`src/rtl/cpu_ctrl_pkg.sv`:
```
// -----------------------------------------------------------------------------
// cpu_ctrl_pkg
// Shared definitions for the MIPS core control path: the PC sequencer state
// encoding, the PC target-mux select codes and the default fetch timeout.
// Optional feature macro: PCSEQ_INTR_EN adds the INTR state.
// -----------------------------------------------------------------------------
package cpu_ctrl_pkg;

   typedef enum logic [2:0] {
      ST_IDLE   = 3'd0,
      ST_FETCH  = 3'd1,
      ST_DECODE = 3'd2,
      ST_EXEC   = 3'd3,
      ST_UPDATE = 3'd4,
      ST_HALT   = 3'd5
`ifdef PCSEQ_INTR_EN
      ,
      ST_INTR   = 3'd6
`endif
   } seq_state_t;

   // PC target mux select; code 3 is reserved and never driven.
   localparam logic [1:0] PCSEL_BR  = 2'd0;
   localparam logic [1:0] PCSEL_JMP = 2'd1;
   localparam logic [1:0] PCSEL_VEC = 2'd2;

   // Cycles FETCH waits for mem_ack before faulting (legal 2..255).
   localparam int FETCH_TIMEOUT_DEFAULT = 16;

endpackage

```
`src/rtl/pc_sequencer_if.sv`:
```
// -----------------------------------------------------------------------------
// pc_sequencer_if
// Bundles the sequencer's handshake with instruction memory, the execute unit
// and the PC register.
//   master : the sequencer (drives PC/memory/execute strobes, status)
//   slave  : the surrounding datapath (drives start, acks, decode flags)
// Optional feature macro: PCSEQ_INTR_EN adds int_req, epc_ld and int_ack.
// -----------------------------------------------------------------------------
interface pc_sequencer_if;

   logic       start;
   logic       mem_ack;
   logic       exec_done;
   logic       br_taken;
   logic       jump;
   logic       halt_req;
   logic       pc_inc;
   logic       pc_ld;
   logic [1:0] pc_sel;
   logic       mem_rd;
   logic       ir_ld;
   logic       exec_start;
   logic       halted;
   logic       fault;
`ifdef PCSEQ_INTR_EN
   logic       int_req;
   logic       epc_ld;
   logic       int_ack;
`endif

`ifdef PCSEQ_INTR_EN
   modport master (
      input  start, mem_ack, exec_done, br_taken, jump, halt_req, int_req,
      output pc_inc, pc_ld, pc_sel, mem_rd, ir_ld, exec_start, halted, fault,
             epc_ld, int_ack
   );
   modport slave (
      output start, mem_ack, exec_done, br_taken, jump, halt_req, int_req,
      input  pc_inc, pc_ld, pc_sel, mem_rd, ir_ld, exec_start, halted, fault,
             epc_ld, int_ack
   );
`else
   modport master (
      input  start, mem_ack, exec_done, br_taken, jump, halt_req,
      output pc_inc, pc_ld, pc_sel, mem_rd, ir_ld, exec_start, halted, fault
   );
   modport slave (
      output start, mem_ack, exec_done, br_taken, jump, halt_req,
      input  pc_inc, pc_ld, pc_sel, mem_rd, ir_ld, exec_start, halted, fault
   );
`endif

endinterface

```
`src/rtl/fetch_timer.sv`:
```
// -----------------------------------------------------------------------------
// fetch_timer
// Counts FETCH cycles spent waiting for the instruction memory.
//   clk, reset : clock, synchronous active-high reset
//   clear      : zero the count (held while the sequencer is not fetching)
//   enable     : count this cycle (fetching, no ack)
//   tc         : this counting cycle is the LIMIT-th without an ack
// The 8-bit count saturates at 255 and never wraps.
// -----------------------------------------------------------------------------
module fetch_timer #(
   parameter int LIMIT = 16
) (
   input  logic clk,
   input  logic reset,
   input  logic clear,
   input  logic enable,
   output logic tc
);

   localparam logic [7:0] LIMIT_M1 = 8'(LIMIT - 1);

   logic [7:0] count_reg;

   always_ff @(posedge clk) begin
      if (reset || clear) begin
         count_reg <= 8'd0;
      end else if (enable && (count_reg != 8'hFF)) begin
         count_reg <= count_reg + 8'd1;
      end
   end

   // Fires on the cycle whose increment brings the count to LIMIT, so the
   // sequencer leaves FETCH after exactly LIMIT unacknowledged cycles.
   assign tc = enable && (count_reg >= LIMIT_M1);

endmodule

```
`src/rtl/pc_sequencer.sv`:
```
// -----------------------------------------------------------------------------
// pc_sequencer
// Multicycle PC / instruction-fetch control FSM for the MIPS core:
// IDLE -> FETCH -> DECODE -> EXEC -> UPDATE -> FETCH ..., plus HALT (exits
// only on reset) and, with PCSEQ_INTR_EN, INTR after UPDATE.
//   clk, reset : clock, synchronous active-high reset
//   bus        : pc_sequencer_if.master (start, mem_ack, exec_done, br_taken,
//                jump, halt_req in; pc_inc, pc_ld, pc_sel, mem_rd, ir_ld,
//                exec_start, halted, fault out; int_req/epc_ld/int_ack with
//                PCSEQ_INTR_EN)
// Optional feature macro: PCSEQ_INTR_EN (interrupt entry via INTR state).
// All strobes except ir_ld are registered from the next state, so each one
// is valid for the whole cycle the FSM spends in the corresponding state.
// -----------------------------------------------------------------------------
module pc_sequencer
   import cpu_ctrl_pkg::*;
#(
   parameter int FETCH_TIMEOUT = FETCH_TIMEOUT_DEFAULT
) (
   input  logic           clk,
   input  logic           reset,
   pc_sequencer_if.master bus
);

   seq_state_t state_reg;
   logic       pc_inc_reg;
   logic       pc_ld_reg;
   logic [1:0] pc_sel_reg;
   logic       mem_rd_reg;
   logic       exec_start_reg;
   logic       halted_reg;
   logic       fault_reg;
   logic       halt_flag_reg;
`ifdef PCSEQ_INTR_EN
   logic       pending_reg;
   logic       epc_ld_reg;
   logic       int_ack_reg;
`endif

   logic timer_clear;
   logic timer_en;
   logic timer_tc;

   assign timer_clear = (state_reg != ST_FETCH);
   assign timer_en    = (state_reg == ST_FETCH) && !bus.mem_ack;

   fetch_timer #(
      .LIMIT (FETCH_TIMEOUT)
   ) u_fetch_timer (
      .clk    (clk),
      .reset  (reset),
      .clear  (timer_clear),
      .enable (timer_en),
      .tc     (timer_tc)
   );

   always_ff @(posedge clk) begin
      if (reset) begin
         state_reg      <= ST_IDLE;
         pc_inc_reg     <= 1'b0;
         pc_ld_reg      <= 1'b0;
         pc_sel_reg     <= PCSEL_BR;
         mem_rd_reg     <= 1'b0;
         exec_start_reg <= 1'b0;
         halted_reg     <= 1'b0;
         fault_reg      <= 1'b0;
         halt_flag_reg  <= 1'b0;
`ifdef PCSEQ_INTR_EN
         pending_reg    <= 1'b0;
         epc_ld_reg     <= 1'b0;
         int_ack_reg    <= 1'b0;
`endif
      end else begin
         pc_inc_reg     <= 1'b0;
         pc_ld_reg      <= 1'b0;
         pc_sel_reg     <= PCSEL_BR;
         mem_rd_reg     <= 1'b0;
         exec_start_reg <= 1'b0;
         halted_reg     <= 1'b0;
`ifdef PCSEQ_INTR_EN
         epc_ld_reg     <= 1'b0;
         int_ack_reg    <= 1'b0;
         // The request being serviced must not re-arm itself during INTR.
         if ((state_reg != ST_INTR) && bus.int_req) begin
            pending_reg <= 1'b1;
         end
`endif
         case (state_reg)
            ST_IDLE: begin
               if (bus.start) begin
                  state_reg  <= ST_FETCH;
                  mem_rd_reg <= 1'b1;
               end
            end
            ST_FETCH: begin
               // An ack always wins over a timeout on the same cycle.
               if (bus.mem_ack) begin
                  state_reg      <= ST_DECODE;
                  exec_start_reg <= 1'b1;
               end else if (timer_tc) begin
                  state_reg  <= ST_HALT;
                  halted_reg <= 1'b1;
                  fault_reg  <= 1'b1;
               end else begin
                  mem_rd_reg <= 1'b1;
               end
            end
            ST_DECODE: begin
               state_reg <= ST_EXEC;
            end
            ST_EXEC: begin
               if (bus.exec_done) begin
                  state_reg     <= ST_UPDATE;
                  halt_flag_reg <= bus.halt_req;
                  // The UPDATE strobes themselves hold the captured
                  // jump/branch decision; priority halt > jump > branch.
                  if (bus.halt_req) begin
                     pc_inc_reg <= 1'b0;
                  end else if (bus.jump) begin
                     pc_ld_reg  <= 1'b1;
                     pc_sel_reg <= PCSEL_JMP;
                  end else if (bus.br_taken) begin
                     pc_ld_reg  <= 1'b1;
                     pc_sel_reg <= PCSEL_BR;
                  end else begin
                     pc_inc_reg <= 1'b1;
                  end
               end
            end
            ST_UPDATE: begin
               if (halt_flag_reg) begin
                  state_reg  <= ST_HALT;
                  halted_reg <= 1'b1;
`ifdef PCSEQ_INTR_EN
               end else if (pending_reg) begin
                  // EPC captures the PC just written by this UPDATE.
                  state_reg   <= ST_INTR;
                  epc_ld_reg  <= 1'b1;
                  int_ack_reg <= 1'b1;
                  pc_ld_reg   <= 1'b1;
                  pc_sel_reg  <= PCSEL_VEC;
`endif
               end else begin
                  state_reg  <= ST_FETCH;
                  mem_rd_reg <= 1'b1;
               end
            end
`ifdef PCSEQ_INTR_EN
            ST_INTR: begin
               state_reg   <= ST_FETCH;
               mem_rd_reg  <= 1'b1;
               pending_reg <= 1'b0;
            end
`endif
            ST_HALT: begin
               halted_reg <= 1'b1;
            end
            default: begin
               state_reg <= ST_IDLE;
            end
         endcase
      end
   end

   assign bus.pc_inc     = pc_inc_reg;
   assign bus.pc_ld      = pc_ld_reg;
   assign bus.pc_sel     = pc_sel_reg;
   assign bus.mem_rd     = mem_rd_reg;
   assign bus.ir_ld      = (state_reg == ST_FETCH) && bus.mem_ack;
   assign bus.exec_start = exec_start_reg;
   assign bus.halted     = halted_reg;
   assign bus.fault      = fault_reg;
`ifdef PCSEQ_INTR_EN
   assign bus.epc_ld     = epc_ld_reg;
   assign bus.int_ack    = int_ack_reg;
`endif

endmodule
```
`src/flat_wrapper.sv`:
```
// flat-port wrapper written by rule: the top's interface ports become plain ports
module pc_sequencer_flat import cpu_ctrl_pkg::*;
#(
   parameter int FETCH_TIMEOUT = FETCH_TIMEOUT_DEFAULT
)
  (clk, reset, bus_start, bus_mem_ack, bus_exec_done, bus_br_taken, bus_jump, bus_halt_req, bus_pc_inc, bus_pc_ld, bus_pc_sel, bus_mem_rd, bus_ir_ld, bus_exec_start, bus_halted, bus_fault);
  pc_sequencer_if bus_i ();
  input  logic clk;
  input  logic reset;
  input wire logic [$bits(bus_i.start)-1:0] bus_start;
  input wire logic [$bits(bus_i.mem_ack)-1:0] bus_mem_ack;
  input wire logic [$bits(bus_i.exec_done)-1:0] bus_exec_done;
  input wire logic [$bits(bus_i.br_taken)-1:0] bus_br_taken;
  input wire logic [$bits(bus_i.jump)-1:0] bus_jump;
  input wire logic [$bits(bus_i.halt_req)-1:0] bus_halt_req;
  output wire logic [$bits(bus_i.pc_inc)-1:0] bus_pc_inc;
  output wire logic [$bits(bus_i.pc_ld)-1:0] bus_pc_ld;
  output wire logic [$bits(bus_i.pc_sel)-1:0] bus_pc_sel;
  output wire logic [$bits(bus_i.mem_rd)-1:0] bus_mem_rd;
  output wire logic [$bits(bus_i.ir_ld)-1:0] bus_ir_ld;
  output wire logic [$bits(bus_i.exec_start)-1:0] bus_exec_start;
  output wire logic [$bits(bus_i.halted)-1:0] bus_halted;
  output wire logic [$bits(bus_i.fault)-1:0] bus_fault;
  assign bus_i.start = bus_start;
  assign bus_i.mem_ack = bus_mem_ack;
  assign bus_i.exec_done = bus_exec_done;
  assign bus_i.br_taken = bus_br_taken;
  assign bus_i.jump = bus_jump;
  assign bus_i.halt_req = bus_halt_req;
  assign bus_pc_inc = bus_i.pc_inc;
  assign bus_pc_ld = bus_i.pc_ld;
  assign bus_pc_sel = bus_i.pc_sel;
  assign bus_mem_rd = bus_i.mem_rd;
  assign bus_ir_ld = bus_i.ir_ld;
  assign bus_exec_start = bus_i.exec_start;
  assign bus_halted = bus_i.halted;
  assign bus_fault = bus_i.fault;
  pc_sequencer #(.FETCH_TIMEOUT(FETCH_TIMEOUT)) u_core (.clk(clk), .reset(reset), .bus(bus_i));
endmodule
```
`config.mk`:
```
export PLATFORM = sky130hd
export DESIGN_NAME = pc_sequencer_flat
export DESIGN_NICKNAME = d
export VERILOG_FILES = /design/src/rtl/cpu_ctrl_pkg.sv /design/src/rtl/pc_sequencer_if.sv /design/src/rtl/fetch_timer.sv /design/src/rtl/pc_sequencer.sv /design/src/flat_wrapper.sv
export SDC_FILE = /design/constraint.sdc
export NUM_CORES = 1
export LEC_CHECK = 0
export CAP_MARGIN = 30
export CELL_PAD_IN_SITES_DETAIL_PLACEMENT = 0
export CELL_PAD_IN_SITES_GLOBAL_PLACEMENT = 1
export CORE_MARGIN = 10
export CORE_UTILIZATION = 40
export CTS_BUF_LIST = sky130_fd_sc_hd__clkbuf_4 sky130_fd_sc_hd__clkbuf_8
export CTS_CLUSTER_SIZE = 25
export DETAILED_ROUTE_END_ITERATION = 12
export GPL_TIMING_DRIVEN = 0
export PLACE_DENSITY_LB_ADDON = 0.1
export RECOVER_POWER = 100
export SYNTH_ARGS = -nofsm -noshare
export SYNTH_HDL_FRONTEND = slang
export SYNTH_SLANG_ARGS = --single-unit
```
`constraint.sdc`:
```
create_clock -name clk -period 2.88 [get_ports clk]
set_input_delay 0.288 -clock clk [delete_from_list [all_inputs] [get_ports clk]]
set_output_delay 0.288 -clock clk [all_outputs]
set_load 0.005 [all_outputs]
```
==> Word level (Yosys, flattened, before mapping) <==
Index checks and enable logic that the tools add are counted.
W data, S select, Z words.
{ "op_classes": {"add_sub_neg": 1, "magnitude_cmp": 1, "n_eq_ne": 10, "n_mux": 20, "n_bitwise": 5, "reduce_logical": 13} }
{ "ops": {"columns": ["operator", "n"], "rows": [
  ["$pmux W3 S6", 1],
  ["$mux W3", 5],
  ["$mux W1", 12],
  ["$add A8 B1 Y8 const B", 1],
  ["$ge A8 B4 Y1 const B", 1],
  ["$ne A8 B8 Y1 const B", 1],
  ["$eq A3 B2 Y1 const B", 2],
  ["$eq A3 B3 Y1 const B", 2],
  ["$pmux W1 S3", 2],
  ["$not A1 Y1", 5],
  ["$reduce_or A5 Y1", 1],
  ["$logic_and A1 B1 Y1", 4],
  ["$ne A2 B2 Y1 const B", 2],
  ["$reduce_and A4 Y1", 1],
  ["$reduce_or A4 Y1", 1],
  ["$eq A3 B1 Y1 const B", 1],
  ["$logic_not A3 Y1", 1],
  ["$ne A3 B1 Y1 const B", 1],
  ["$ne A3 B2 Y1 const B", 1],
  ["$reduce_and A3 Y1", 1],
  ["$reduce_and A2 Y1", 1],
  ["$reduce_or A2 Y1", 1],
  ["$logic_not A1 Y1", 1],
  ["$logic_or A1 B1 Y1", 1]
]} }
{ "word_totals": {"regBits": 20, "out_inout_bits": 9, "elab_cells": 60} }

==> Depth between registers and ports, before layout <==
Gate-level depths: netlist of the first run.
{ "depth": {"depth_word": 6, "ltp_mapped": 5} }

==> Modules after synthesis <==
A second synthesis of the first run with hierarchy kept.
{ "unflattened": {"hier_cells": 101, "hier_area_um2": 953.4} }
{ "modules_own_cells": {"columns": ["mod", "instances", "cells_per_inst", "area_each_um2", "seq_area_each_um2"], "rows": [
  ["pc_sequencer", 1, 54, 530.5, 220.2],
  ["fetch_timer", 1, 47, 422.9, 160.2]
]} }

==> Worst setup path after synthesis of the first run <==
No wires, ideal clock.
{ "synth_path": {"path_type": "register to register", "startpoint": "register u_core.state_reg[1]", "endpoint": "register u_core.u_fetch_timer.count_reg[5]", "arrival_time_ns": 1.563, "t_required_ns": 2.806, "setup_slack_ns": 1.243, "stages_incl_launch_ff": 5, "n_path_buf": 0, "path_cell_list": "dfxtp_1 or4b_4 or2_1 or3_1 a21oi_1"} }
{ "synth_between": {"elab_chain_cells": 3} }
{ "synth_rtl": {"columns": ["element", "line", "source"], "rows": [
  ["from (decl)", "pc_sequencer.sv:25", "seq_state_t state_reg;"],
  ["from (signal assigned)", "pc_sequencer.sv:59", "state_reg <= ST_IDLE;"],
  ["from (signal assigned)", "pc_sequencer.sv:91", "state_reg <= ST_FETCH;"],
  ["from (signal assigned)", "pc_sequencer.sv:98", "state_reg <= ST_DECODE;"],
  ["$eq A3 B1 Y1", "pc_sequencer.sv:45", "assign timer_en = (state_reg == ST_FETCH) && !bus.mem_ack;"],
  ["$logic_and A1 B1 Y1", "pc_sequencer.sv:45", null],
  ["$logic_and A1 B1 Y1", "fetch_timer.sv:27", "end else if (enable && (count_reg != 8'hFF)) begin"],
  ["to (signal assigned)", "fetch_timer.sv:28", "count_reg <= count_reg + 8'd1;"],
  ["to (decl)", "fetch_timer.sv:22", "logic [7:0] count_reg;"]
]} }
Several ways; a longest one is shown, not always the timed one.
A chain may end at the register's enable or synchronous reset.

==> Worst setup path in the final report of the first run <==
{ "layout_path": {"startpoint": "register u_core.state_reg[2]", "endpoint": "output port bus_ir_ld"} }
{ "layout_between": {"elab_chain_cells": 2} }
{ "layout_rtl": {"columns": ["element", "line", "source"], "rows": [
  ["$eq A3 B1 Y1", "pc_sequencer.sv:169", "assign bus.ir_ld = (state_reg == ST_FETCH) && bus.mem_ack;"],
  ["$logic_and A1 B1 Y1", "pc_sequencer.sv:169", null],
  ["to (decl)", "flat_wrapper.sv:20", "output wire logic [$bits(bus_i.ir_ld)-1:0] bus_ir_ld;"]
]} }
Every way passes these cells.

==> results by group, run 1 <==
Status
  – Status: finished clean

Critical path
  – CP delay by family, top: buffers and inverters
  – CP cell instances: clkbuf_1, nor2_1, and3_1, dlygate4sd3_1
  – WP buf/inv: 2
  – CP Data Arrival Time: 1.97 ns
  – Worst Path Required: 2.59 ns
  – Crit path launch type: flop
  – Setup CP Type: reg -> out
  – Worst reg2reg path depth: 4
  – CP max-delay cell: dlygate4sd3_1
  – CP Max Fanout: 10
  – Max incr delay on CP: 0.58 ns
  – Stages on worst setup path: 4
  – Worst Setup End Kind: output port

CTS
  – # hold bufs at CTS: 0
  – Post-CTS Resized: 0
  – Max Root-Sink Buffers: 2
  – CTS tree: yes
  – Clock Pin Slew Worst Setup and Hold Paths: roughly 0.10 ns
  – Post-CTS Repair Setup Buffers: 0
  – CTS buffer count: 3
  – Clock Latency Late Sink: about 0.29 ns
  – Clk sink count: 19
  – Htree depth: 1
  – Root Driver: clkbuf_4

Routing
  – Via/cell ratio: 5.26
  – Routed WL: 1950 um
  – Wl on met1: 923 um
  – Via count: around 800
  – DR WL met3: 155 um
  – Post-DRT Antenna Nets: 0
  – Number of DRC markers in iteration 0: 36
  – # DRC: 0
  – Highest Signal Layer: met4
  – Average wire per standard cell: 12.6 um
  – Wire length on met2: 849 um
  – 1st-pass router iterations: 4

Timing
  – Final slew viol count: 0
  – Final setup viols: 0
  – Final hold vios: 0
  – Final Cycle Share: 0.783
  – RSZ-0062 raised after global routing: no
  – Fmax: 0.444 GHz
  – Worst slew margin: 0.443
  – Setup Skew: ~0.0087 ns
  – Setup tns final: 0 ns
  – Worst Tran Pin Value: 0.823 ns
  – Final worst path period need: ~2.3 ns

Floorplan
  – Ports: 17
  – Row count: 17
  – Die W: 67.3 um
  – Initial Util: 0.412
  – Die area: ~0.0045 sq mm
  – Chip Height: around 67 um
  – Core area: 0.00217 sq mm

Synth
  – Asr flop ratio synth: 0
  – Yosys cell types: 35
  – Most common flop cell mapped by yosys: dfxtp_1
  – Mapped Cells: around 110
  – Most frequent cell after synthesis: dfxtp_1
  – Post-synth top area share: 0.426
  – Syn_nets: 116
  – Leading area contributor after synthesis: dfxtp_1
  – Yosys reg bits: 19
  – Syn Std Cell Area: 893 sq um
  – Post-synthesis sequential area ratio: 0.426
  – Largest cells by area after synthesis: dfxtp_1, a21oi_1, nor2_1
  – Syn Area/Cell: 8.35 sq um
  – Commonest cells in the netlist: dfxtp_1, nor2_1, a21oi_1
  – EDFF count, synth: 0
  – Synth warn: 0

Finish
  – Area Growth Syn to Fin: 23.7%
  – Nets: 136
  – Flip-flop and latch area: 380 sq um
  – ANT cells: 0
  – Fillcell total: roughly 240
  – Non-filler cells, final: roughly 150
  – Share of cells above drive strength 1: 0.0476
  – Layout Utilization: 0.509
  – Max reg flops: 8
  – Area of the multi-input gates: between 400 and 500 sq um

Global routing
  – Vias in the first global route: 754
  – Initial antenna violation count: 0
  – Total track usage: 0.0892
  – GRT Residual Overflow: 0
  – First-pass GRT wire length: 3230 um
  – Largest net degree at the start of global routing: 11

Flow run
  – Max_cap viols: 0

Placement
  – Port Buf Inserts: 15
  – HPWL Detailed: 1450 um
  – Dpl cells: 150
  – Placer Congestion: 0.839

Hold path
  – Hold Crit Depth: 2
  – Hold Crit Class: reg -> reg

Power and ir drop
  – Power Dens Cells: 545 mW/mm^2
  – Worst vdd ir: 0.263 mV
  – P_leak: roughly 0.00043 uW
[path summary, 6_finish.rpt]
| check | from | to | slack [ns] |
|---|---|---|---|
| worst max-delay path | u_core.state_reg[2] | bus_ir_ld | 0.63 |
| worst min-delay path | u_core.bus.fault | u_core.bus.fault | 0.48 |
| worst max register to register | u_core.state_reg[1] | u_core.u_fetch_timer.count_reg[5] | 1.08 |
| worst min register to register | u_core.bus.fault | u_core.bus.fault | 0.48 |
[tightest hold or removal path, delay by kind of cell, from the launching register on]
family          cells  cell delay, ns
simple gates        1            0.07
flops               1            0.34
compound gates      1            0.04
[layer usage]
layer	vias up	global-route usage
met5	-	0
met4	0	0.0385
met3	2	0.0314
met2	12	0.134
met1	368	0.113
li1	428	-
[cells in the final DEF (no fill, tap or decap), types with 4 or more instances in the layout]
| master | netlist | final |
|---|---|---|
| dlygate4sd3_1 | 0 | 9 |
| clkdlybuf4s50_1 | 0 | 6 |
| a211oi_1 | 6 | 6 |
| nor2_1 | 13 | 13 |
| a21oi_1 | 10 | 10 |
| clkbuf_4 | 0 | 4 |
| inv_1 | 6 | 6 |
| dfxtp_1 | 19 | 19 |
| nand2_1 | 4 | 4 |
| nor3_1 | 6 | 6 |
| nand3_1 | 4 | 4 |
| clkbuf_1 | 4 | 5 |
[cell families after synthesis]
family / synth area share
xor gates and xnor gates: 0.0196
other: 0.00420
muxes: 0.0336
DFF: 0.426
buffers and inverters: 0.0546
adders and majority gates: 0.0140
AOI/OAI and AO/OA: 0.193
and+or+nand+nor: 0.255
[per-stage QoR]
step | hold slack, ns | setup slack (ns) | total power (uW) | instance area [sq um]
after global routing | 0.551 | 0.482 | 642 | 1100
after global placement | 0.457 | 0.737 | 469 | 1080
after CTS | 0.496 | 0.725 | 618 | 1110
after floorplan | 0.360 | 1.24 | 414 | 893
after detailed placement | 0.466 | 0.723 | 472 | 1080
final | 0.481 | 0.626 | 602 | 1100
[layout make-up]
| type | count | share of cell area |
|---|---|---|
| Multi-Input combinational cell | 76 | 0.417 |
| Sequential cell | 19 | 0.344 |
| Timing Repair Buffer | 15 | 0.136 |
| Tap cell | 28 | 0.0317 |
| Clock buffer | 4 | 0.0272 |
| Buffer | 6 | 0.0238 |
| Inverter | 6 | 0.0204 |
[report_power, final]
part | internal, uW | total (uW) | switching [uW] | leakage, uW
sequential | 281 | 298 | 16.5 | 0.000154
clock | 63.2 | 143 | 79.7 | 0.0000184
combinational | 69.7 | 161 | 91.6 | 0.000258
No activity file was read; power rests on OpenSTA's default activity.
==> run 2: changes to the inputs <==
Settings changed: CORE_UTILIZATION 40 to 35.
Clock period 2.88 ns to 2 ns, I/O delays scaled along.
==> results by group, run 2 (synthesized netlist as in run 1, its figures left out) <==
Status
  – Status: finished clean

Placement
  – Dpl cells: 152 (+1.3%)
  – HPWL Detailed: 1540 um (+6.0%)
  – Placer Congestion: 0.812 (-3.2%)
  – Port Buf Inserts: 15 (unchanged)

Hold path
  – Hold Crit Class: reg -> reg

Floorplan
  – Die W: 70.5 um (+4.8%)
  – Chip Height: 70.5 um (+4.8%)
  – Ports: 17 (unchanged)
  – Initial Util: 0.364 (-0.0479)
  – Core area: 0.00245 sq mm (+13%)
  – Row count: 18 (+1)
  – Die area: 0.00497 sq mm (+9.9%)

Finish
  – Share of cells above drive strength 1: 0.0794 (+0.0317)
  – Most frequent cells in the layout: dfxtp_1, nor2_1, a21oi_1, clkdlybuf4s50_1, dlygate4sd3_1
  – Non-filler cells, final: 156 (+1.3%)
  – Area Growth Syn to Fin: 24.9%
  – Max reg flops: 8 (unchanged)
  – Commonest non-fill, non-tap cell in the layout: dfxtp_1
  – Nets: 136 (unchanged)
  – ANT cells: 0 (unchanged)

Global routing
  – First-pass GRT wire length: 3510 um (+8.5%)
  – Total track usage: 0.0845 (-0.00466)
  – GRT Residual Overflow: 0 (unchanged)
  – Vias in the first global route: 809 (+7.3%)
  – Initial antenna violation count: 0 (unchanged)
  – Largest net degree at the start of global routing: 11 (unchanged)

Timing
  – Final setup viols: 0 (unchanged)
  – Setup Skew: 0.00224 ns (-0.00650 ns)
  – Final Cycle Share: 0.932
  – Final hold slack: 0.473 ns (-0.00877 ns)
  – Worst slew margin: 0.444 (+0.000943)
  – Fmax: 0.536 GHz
  – Final worst path period need: 1.86 ns
  – Worst Tran Pin Value: 0.822 ns (-0.00139 ns)
  – Setup tns final: 0 ns (unchanged)
  – Final slew viol count: 0 (unchanged)
  – Final hold vios: 0 (unchanged)

Power and ir drop
  – Worst vdd ir: 0.471 mV (+79%)
  – P_leak: 0.000437 uW (+1.4%)
  – Design Power: 874 uW (+45%)
  – Power Dens Cells: 783 mW/mm^2 (+44%)

Critical path
  – Worst Setup End Kind: output port
  – Worst Path Required: 1.80 ns (-0.79 ns)
  – Max incr delay on CP: 0.51 ns (-0.07 ns)
  – CP Max Fanout: 10 (unchanged)
  – Setup CP Type: reg -> out
  – CP max-delay cell: clkdlybuf4s50_1
  – Crit path launch type: flop
  – CP Data Arrival Time: 1.66 ns (-0.31 ns)
  – CP cell instances: buf_2, nor2_2, and3_1, clkdlybuf4s50_1

CTS
  – Clk sink count: 19 (unchanged)
  – Root Driver: clkbuf_4
  – Clock Latency Late Sink: 0.28 ns (about the same)
  – CTS tree: yes
  – Htree depth: 1 (unchanged)
  – Clock Pin Slew Worst Setup and Hold Paths: 0.10 ns (about the same)
  – # hold bufs at CTS: 0 (unchanged)
  – Max Root-Sink Buffers: 2 (unchanged)
  – CTS buffer count: 3 (unchanged)

Routing
  – Number of DRC markers in iteration 0: 53 (+47%)
  – Via/cell ratio: 5.06 (-3.8%)
  – # DRC: 0 (unchanged)
  – Routed WL: 2040 um (+4.9%)
  – Via count: 789 (-2.6%)
  – 1st-pass router iterations: 4 (unchanged)
  – Average wire per standard cell: 13.1 um (+3.5%)
  – Post-DRT Antenna Nets: 0 (unchanged)

Flow run
  – Max_cap viols: 0 (unchanged)
[run 2: layout make-up]
class | instances | area [sq um]
fillers | 258 | 1340
multi-input cells | 76 | 467
flip-flops and latches | 19 | 380
repair buffers | 15 | 150
well taps | 30 | 37.5
clock buffers | 4 | 30.0
plain buffers | 6 | 28.8
inverters | 6 | 22.5
[run 2: report_power, final]
part	leakage, uW	total, uW	switching, uW	internal [uW]
Clock	0.0000184	200	109	90.9
Sequential	0.000154	432	26.9	405
Combinational	0.000264	242	133	110
[run 2: final timing paths]
| check | slack, ns | startpoint | endpoint | cells after the start |
|---|---|---|---|---|
| worst max-delay path | 0.14 | u_core.state_reg[2] | bus_ir_ld | 4 |
| worst min-delay path | 0.47 | u_core.bus.fault | u_core.bus.fault | 2 |
| worst max register to register | 0.20 | u_core.state_reg[1] | u_core.u_fetch_timer.count_reg[5] | 4 |
| worst min register to register | 0.47 | u_core.bus.fault | u_core.bus.fault | 2 |
[run 2: timing repair]
| item | CTS | global route |
|---|---|---|
| endpoints found under the setup margin | 1 | 1 |
| setup buffers | 0 | 0 |
| gates resized for setup | 2 | 1 |
[run 2: stage by stage]
stage           util  setup slack, ns  area [sq um]
6_report       0.455            0.136          1120
4_1_cts        0.454           0.0877          1110
3_5_place_dp   0.440          -0.0326          1080
5_1_grt        0.455         -0.00489          1120
2_1_floorplan      -            0.363           893
3_3_place_gp   0.440          -0.0562          1080
[run 2: metal layers]
layer  global-route usage  wire length, um
met4               0.0395               19
met2                0.144              973
met1               0.0937              987
met3               0.0254               60
met5                    0                0
[run 2: critical path: cells and delay by family (launching register included)]
kind	cells	cell delay (ns)
DFF	1	0.35
and+or+nand+nor	2	0.34
buffers and inverters	2	0.70
